--- src/rtl/ctr_pkg.sv ---
// Shared constants for the counter primitives: count direction and limit mode.
package ctr_pkg;

  localparam logic CTR_UP   = 1'b1;
  localparam logic CTR_DOWN = 1'b0;

  localparam int CTR_WRAP = 0;
  localparam int CTR_SAT  = 1;

endpackage : ctr_pkg

--- src/rtl/toggle_cell.sv ---
// One counter bit: async clear, then direct set, then toggle.
module toggle_cell (
  input  logic clk,
  input  logic reset,
  input  logic tog,
  input  logic set_en,
  input  logic set_val,
  output logic q
);

  logic r_q;

  // Bit state: direct-set path overrides the toggle enable
  always_ff @(posedge clk or negedge reset) begin
    if (!reset) begin
      r_q <= 1'b0;
    end else if (set_en) begin
      r_q <= set_val;
    end else if (tog) begin
      r_q <= ~r_q;
    end else begin
      r_q <= r_q;
    end
  end

  assign q = r_q;

endmodule : toggle_cell

--- src/rtl/tff_counter.sv ---
// Parametrised up/down modulus counter built from toggle cells with a carry/borrow chain,
// wrap or saturate at the limits, cascade terminal count and sticky overflow.
module tff_counter
  import ctr_pkg::*;
#(
  parameter int WIDTH    = 4,
  parameter int MODULUS  = 2**WIDTH,
  parameter int SATURATE = CTR_WRAP
) (
  input  logic             clk,
  input  logic             reset,
  input  logic             clr,
  input  logic             load,
  input  logic [WIDTH-1:0] d,
  input  logic             en,
  input  logic             up,
  output logic [WIDTH-1:0] q,
  output logic [WIDTH-1:0] q_not,
  output logic             tc,
  output logic             ovf
);

  localparam logic [WIDTH:0]   MOD_W = (WIDTH+1)'(MODULUS);
  localparam logic [WIDTH-1:0] MAX_Q = WIDTH'(MODULUS - 1);
  localparam logic             SAT_MODE = (SATURATE == CTR_SAT);

  logic [WIDTH-1:0] w_q;
  logic [WIDTH-1:0] w_low_ones;
  logic [WIDTH-1:0] w_low_zeros;
  logic [WIDTH-1:0] w_tog;
  logic [WIDTH-1:0] w_set_val;
  logic             w_set_en;
  logic             w_at_max;
  logic             w_at_min;
  logic             w_limit;
  logic             r_ovf;

  assign w_at_max = (w_q == MAX_Q);
  assign w_at_min = (w_q == {WIDTH{1'b0}});
  assign w_limit  = en & ((up == CTR_UP) ? w_at_max : w_at_min);

  // Carry/borrow chain: bit i toggles when all lower bits are 1 (up) or 0 (down)
  always_comb begin
    w_low_ones     = {WIDTH{1'b0}};
    w_low_zeros    = {WIDTH{1'b0}};
    w_low_ones[0]  = 1'b1;
    w_low_zeros[0] = 1'b1;
    for (int i = 1; i < WIDTH; i++) begin
      w_low_ones[i]  = w_low_ones[i-1] & w_q[i-1];
      w_low_zeros[i] = w_low_zeros[i-1] & ~w_q[i-1];
    end
    w_tog = {WIDTH{en}} & ((up == CTR_UP) ? w_low_ones : w_low_zeros);
  end

  // Direct-set path for clear, clamped load and the limit value
  always_comb begin
    w_set_en  = 1'b0;
    w_set_val = {WIDTH{1'b0}};
    if (clr) begin
      w_set_en  = 1'b1;
      w_set_val = {WIDTH{1'b0}};
    end else if (load) begin
      w_set_en  = 1'b1;
      w_set_val = ({1'b0, d} < MOD_W) ? d : MAX_Q;
    end else if (w_limit) begin
      w_set_en  = 1'b1;
      if (SAT_MODE) begin
        w_set_val = w_q;
      end else begin
        w_set_val = (up == CTR_UP) ? {WIDTH{1'b0}} : MAX_Q;
      end
    end else begin
      w_set_en  = 1'b0;
      w_set_val = {WIDTH{1'b0}};
    end
  end

  for (genvar g = 0; g < WIDTH; g++) begin : g_cell
    toggle_cell u_cell (
      .clk     (clk),
      .reset   (reset),
      .tog     (w_tog[g]),
      .set_en  (w_set_en),
      .set_val (w_set_val[g]),
      .q       (w_q[g])
    );
  end

  // Sticky overflow: set by any wrap or saturating hold, cleared only by clr
  always_ff @(posedge clk or negedge reset) begin
    if (!reset) begin
      r_ovf <= 1'b0;
    end else if (clr) begin
      r_ovf <= 1'b0;
    end else if (load) begin
      r_ovf <= r_ovf;
    end else if (w_limit) begin
      r_ovf <= 1'b1;
    end else begin
      r_ovf <= r_ovf;
    end
  end

  assign q     = w_q;
  assign q_not = ~w_q;
  assign tc    = w_limit;
  assign ovf   = r_ovf;

endmodule : tff_counter

--- config.mk ---
export PLATFORM = sky130hd
export DESIGN_NAME = tff_counter
export DESIGN_NICKNAME = d
export VERILOG_FILES = /design/src/rtl/ctr_pkg.sv /design/src/rtl/toggle_cell.sv /design/src/rtl/tff_counter.sv
export SDC_FILE = /design/constraint.sdc
export NUM_CORES = 1
export LEC_CHECK = 0
export CELL_PAD_IN_SITES_DETAIL_PLACEMENT = 1
export CELL_PAD_IN_SITES_GLOBAL_PLACEMENT = 2
export CORE_ASPECT_RATIO = 1.2
export CORE_MARGIN = 2
export CORE_UTILIZATION = 20
export DETAILED_ROUTE_END_ITERATION = 8
export HOLD_SLACK_MARGIN = 0.06
export PLACE_DENSITY_LB_ADDON = 0.1
export SYNTH_ARGS = -nofsm -noshare
export SYNTH_HDL_FRONTEND = slang
export SYNTH_HIERARCHICAL = 1
export SYNTH_SLANG_ARGS = --single-unit
--- constraint.sdc ---
create_clock -name clk -period 2.7 [get_ports clk]
set_clock_uncertainty 0.15 [all_clocks]
set_input_delay 0.54 -clock clk [delete_from_list [all_inputs] [get_ports clk]]
set_output_delay 0.54 -clock clk [all_outputs]
set_load 0.01 [all_outputs]
==> metrics, run 1 <==
VDD IR max=0.249 mV; Synth Area in XOR/XNOR=11.7%; setup bufs post-CTS=0; synthesized cell area=374 µm²; worst-path cell chain=clkdlybuf4s50_1 > or4_4 > o22ai_2 > dlygate4sd2_1; Overall Global Routing Usage=10.6%; core area=0.00181 mm²; Compound-Gate Fraction of Synth Area=18.7%; total grt overflow=0; drc violations=0; Seq cells post-synth=5; Core Util, Final=36.3%; mean number of vias per cell=4.61; die area=0.00223 mm²; Clock Tree Root=clkbuf_4; total wire length=1.08 mm; Pwr per Cell Area=435 mW/mm²; largest family of logic cells by synthesized area=simple AND/OR/NAND/NOR gates; CP Data Arrival Time=1.92 ns; final cycle utilization of the critical path=96.7%; Adder-Cell Fraction of Synth Area=0%; setup ws final=0.0896 ns; Max FO, Critical Path=2; Detail Route Antenna Nets=0; # IOs=20; WS Path Type=input port to output port; critical path buffer and inverter count=2; Synth Area in Simple Gates=32.1%; global-route wire length before repair=1.73 mm; Max Cap Viol=0; mux cell area share after synthesis=0%; commonest cells after routing, fill and taps aside=18 x clkdlybuf4s50_1, 9 x nand2_1, 5 x xnor2_1, 5 x dfrtp_1, 5 x buf_4; CTS clock-pin slew for the worst setup and hold paths=0.04 ns; worst reg2reg setup slack=0.61 ns; pre-CTS setup slack=-0.246 ns; final instance area=657 µm²; Clock Path Buffers=2; CTS Buf Count=3; syn_nets=57; relative slew slack=83.4%; Hold Crit Class=input port to async pin; largest net degree at the start of global routing=9; register area share after synthesis=33.4%; Placed Area=626 µm²; crit end category=output port; Row Count=17; Critical-path top delay cell=or4_4; drt pass-1 iters=2; synth warn=6; Net Switching=83.1 µW; share of layout cells above drive strength 1=16.0%; DRT iter0 DRCs=3; Cells after Synth=47; vias in the first global route=407; Yosys cell types=18; vias post-DR=433; Diodes inserted=0; R2R depth=6; Port Buffers=19; Die Height=51.4 µm; status=completed; placed insts=90; commonest non-fill, non-tap cell in the layout=clkdlybuf4s50_1; H-Tree Depth=1; Die W=43.5 µm; Worst path top cell family by delay=buffers and inverters; DR WL/cell=11.5 µm; asr flop ratio synth=100%; NumNets Final=86; delay of the slowest critical-path stage=0.55 ns; Hold Vio Cnt, Final=0; LEAKAGE=0.000254 µW; final critical-path required period=2.61 ns; initial antenna violation count=0; count of final setup violators=0; clk_lat worst skew=0.24 ns; RR Startpoint=g_cell[1].u_cell/q; Combinational Power Share=37.7%; ys flop type=dfrtp_1; clock share of power=29.9%; f_max=383 MHz; Flop pwr share=32.4%; post-DP HPWL=873 µm; Non-Filler Instances=94; number of flops mapped to enable cells by yosys=0; Hold Buf Count CTS=0; worst r2r dst=g_cell[0].u_cell/q; Syn Area/Cell=7.96 µm²; Internal Dissipation=203 µW; RSZ-0062 raised after global routing=false; CTS tree=done; Req. time, crit path=2.01 ns; startpoint types=input port; worst slew pin tran=0.246 ns; Initial Util=20.7%; Max Slew Vio Count=0; global placer's final weighted congestion=0.671; clk sinks=5; Area growth syn-to-layout=75.6%; sw frac=29.1%
flip-flops by register name, indices dropped and copies added (netlist names):
| register | flops |
|---|---|
| g_cell.u_cell/q | 4 |
| ovf | 1 |
cell families after synthesis:
family,after synthesis
xor gates and xnor gates,5
and+or+nand+nor,21
DFF,5
AOI/OAI and AO/OA,12
buffers and inverters,4
timing repair:
item,in CTS,in global routing
endpoints found under the setup margin,1,1
resized for setup,1,1
hold endpoints to repair,0,0
power groups by stage:
stage	sequential [µW]	clock (µW)	combinational, µW
floorplan	97.2	0	41.1
global placement	93.7	0	109
detailed placement	93.7	0	108
CTS	92.6	90.3	108
global route	94.3	93.9	118
finish	92.5	85.5	108
layer usage:
layer  up-vias  share of wire (%)  global-route usage, %
met2        19                 48                   18.9
met1       194                 43                   10.8
met5         -                  0                      0
met3         2                6.7                   3.18
li1        218                  -                      -
met4         0                1.3                   6.06
metrics by stage:
stage                     total power (µW)  setup TNS (ns)  hold slack (ns)
after global placement                 203          -0.264            0.365
final                                  286               0            0.365
after detailed placement               202          -0.246            0.371
after CTS                              291               0            0.367
after floorplan                        138               0           0.0944
after global routing                   306               0            0.383
synth_stat cells (all sizes together), types with 2 or more instances:
library cell | instances | area, µm²
nand2 | 9 | 33.8
dfrtp | 5 | 125
xnor2 | 5 | 43.8
a21oi | 4 | 20.0
inv | 4 | 15.0
nand2b | 4 | 25.0
o21ai | 4 | 20.0
or3 | 3 | 25.0
a21boi | 2 | 15.0
or4 | 2 | 18.8
area by class of cell:
| class | count | area, µm² |
|---|---|---|
| Sequential cell | 5 | 125 |
| Multi-Input combinational cell | 38 | 240 |
| Timing Repair Buffer | 24 | 226 |
| Tap cell | 19 | 23.8 |
| Fill cell | 211 | 1150 |
| Inverter | 4 | 15.0 |
| Clock buffer | 4 | 26.3 |
worst max path at each step:
stage          start  endpoint  slack (ns)  depth (start not counted)
2_1_floorplan     up        tc        0.70                          2
3_3_place_gp      up        tc       -0.26                          4
3_5_place_dp      up        tc       -0.25                          4
4_1_cts           up        tc        0.02                          4
5_1_grt           up        tc        0.02                          4
6_report          up        tc        0.09                          4
No activity file was read; power rests on OpenSTA's default activity.
==> inputs of run 2 (changes only) <==
--- a/config.mk
+++ b/config.mk
@@ -13,6 +13,7 @@
 export DETAILED_ROUTE_END_ITERATION = 8
 export HOLD_SLACK_MARGIN = 0.06
 export PLACE_DENSITY_LB_ADDON = 0.1
+export SETUP_SLACK_MARGIN = 0.4
 export SYNTH_ARGS = -nofsm -noshare
 export SYNTH_HDL_FRONTEND = slang
 export SYNTH_HIERARCHICAL = 1
==> run 2 against run 1 <==
Compared with the run above: wire length shrank 1.0%; sequential share of layout area fell by 0.072 points; non-clock buffer count unchanged; largest cell class unchanged.
==> metrics, run 2 (synthesized netlist as in run 1, its figures left out) <==
status=completed; CTS tree=done; drc violations=0 (unchanged); DR WL/cell=11.4 µm (-1.0%); total grt overflow=0 (unchanged); Req. time, crit path=2.01 ns (about the same); Detail Route Antenna Nets=0 (unchanged); count of final setup violators=0 (unchanged); Max Slew Vio Count=0 (unchanged); worst reg2reg setup slack=0.59 ns (-0.02 ns); Hold Vio Cnt, Final=0 (unchanged); H-Tree Depth=1 (unchanged); Core Util, Final=36.5% (+0.14 points); initial antenna violation count=0 (unchanged); CP Data Arrival Time=1.55 ns (-0.37 ns); setup_tns=0 ns (unchanged); delay of the slowest critical-path stage=0.50 ns (-0.05 ns); total wire length=1.07 mm (-1.0%); LEAKAGE=0.000253 µW (-0.45%); global-route wire length before repair=1.69 mm (-2.0%); worst slew pin tran=0.246 ns (unchanged); multi-input logic area=248 µm² (+3.1%); commonest non-fill, non-tap cell in the layout=clkdlybuf4s50_1; CTS Buf Count=3 (unchanged); DRT iter0 DRCs=4 (+1); max reg flops=4 (unchanged); largest net degree at the start of global routing=9 (unchanged); global placer's final weighted congestion=0.671 (unchanged); critical path buffer and inverter count=2 (unchanged); NumNets Final=86 (unchanged); FILL cells=213 (+0.95%); Row Count=17 (unchanged); Area growth syn-to-layout=76.3%; final cycle utilization of the critical path=83.1% (-14 points); f_max=446 MHz (+16%); R2R depth=6 (unchanged); Crit. path cell count=4 (unchanged); Seq. cell area=125 µm² (unchanged); mean number of vias per cell=4.71 (+2.3%); Worst path top cell family by delay=simple AND/OR/NAND/NOR gates; RSZ-0062 raised after global routing=false; commonest cells after routing, fill and taps aside=17 x clkdlybuf4s50_1, 9 x nand2_1, 5 x xnor2_1, 5 x dfrtp_1, 5 x buf_4; WS Path Type=input port to output port; Max Cap Viol=0 (unchanged); Clock Path Buffers=2 (unchanged); final critical-path required period=2.24 ns (-0.366 ns); Clock Tree Root=clkbuf_4; core area=0.00181 mm² (unchanged); die area=0.00223 mm² (unchanged); share of layout cells above drive strength 1=17.3% (+1.3 points); Overall Global Routing Usage=10.5% (-0.14 points); RR Startpoint=g_cell[1].u_cell/q; clk sinks=5 (unchanged); clk_lat worst skew=0.24 ns (about the same); Pwr per Cell Area=436 mW/mm² (+0.24%); Port Buffers=19 (unchanged); VDD IR max=0.249 mV (about the same); Die W=43.5 µm (unchanged); startpoint types=input port; drt pass-1 iters=2 (unchanged); Die Height=51.4 µm (unchanged); crit end category=output port; CTS clock-pin slew for the worst setup and hold paths=0.04 ns (about the same); post-DP HPWL=873 µm (unchanged); Critical-path top delay cell=or4_4; # IOs=20 (unchanged); worst r2r dst=g_cell[0].u_cell/q; Initial Util=20.7% (unchanged); setup bufs post-CTS=0 (unchanged); Diodes inserted=0 (unchanged); Max FO, Critical Path=2 (unchanged); relative slew slack=83.4% (unchanged); vias post-DR=443 (+2.3%); vias in the first global route=401 (-1.5%); worst-path cell chain=dlygate4sd2_1 > or4_4 > o22ai_4 > buf_2; Hold Crit Class=input port to async pin
[run 2: where the power goes]
part / total (µW) / switching, µW / internal (µW)
Clock: 85.6 / 29.8 / 55.8
Combinational: 109 / 44.9 / 64.6
Sequential: 92.4 / 10.2 / 82.3
[run 2: repair_timing]
| item | CTS | global route |
|---|---|---|
| resized for setup | 7 | 0 |
| endpoints found under the hold margin | 0 | 0 |
| hold buffers | 0 | 0 |
| pin swaps | 2 | 1 |
| setup endpoints to repair | 5 | 1 |
[run 2: how the worst max path moves through the flow]
stage                     from  to  slack [ns]
after global placement      up  tc       -0.26
after floorplan             up  tc        0.70
after CTS                   up  tc        0.42
after global routing        up  tc        0.41
final                       up  tc        0.46
after detailed placement    up  tc       -0.25
[run 2: worst reg2reg max path, cell delays in order, from the launching register on]
cell     delay, ns
dfrtp_1       0.45
or4_4         0.56
buf_4         0.16
or3_4         0.38
a21oi_1       0.15
nand2_1       0.07
o21ai_1       0.10
[run 2: metal layers]
| metal | global-route usage (%) | routed length (µm) |
|---|---|---|
| met5 | 0 | 0 |
| met4 | 6.06 | 14 |
| met2 | 18.7 | 521 |
| met3 | 3.18 | 70 |
| met1 | 10.6 | 462 |
[run 2: area by class of cell]
class | count | share of cell area [%]
clock buffer | 4 | 3.98
inverter | 4 | 2.28
multi-input combinational | 38 | 37.6
sequential | 5 | 19.0
tap | 19 | 3.61
timing repair buffer | 24 | 33.6
[run 2: per-stage QoR]
step	hold slack, ns	instance area [µm²]	cells	setup WS [ns]	total power (µW)
2_1_floorplan	0.0944	374	47	0.704	138
3_3_place_gp	0.365	626	90	-0.264	203
3_5_place_dp	0.371	626	90	-0.246	202
4_1_cts	0.367	659	94	0.417	294
5_1_grt	0.383	659	94	0.414	307
6_report	0.365	659	94	0.456	288
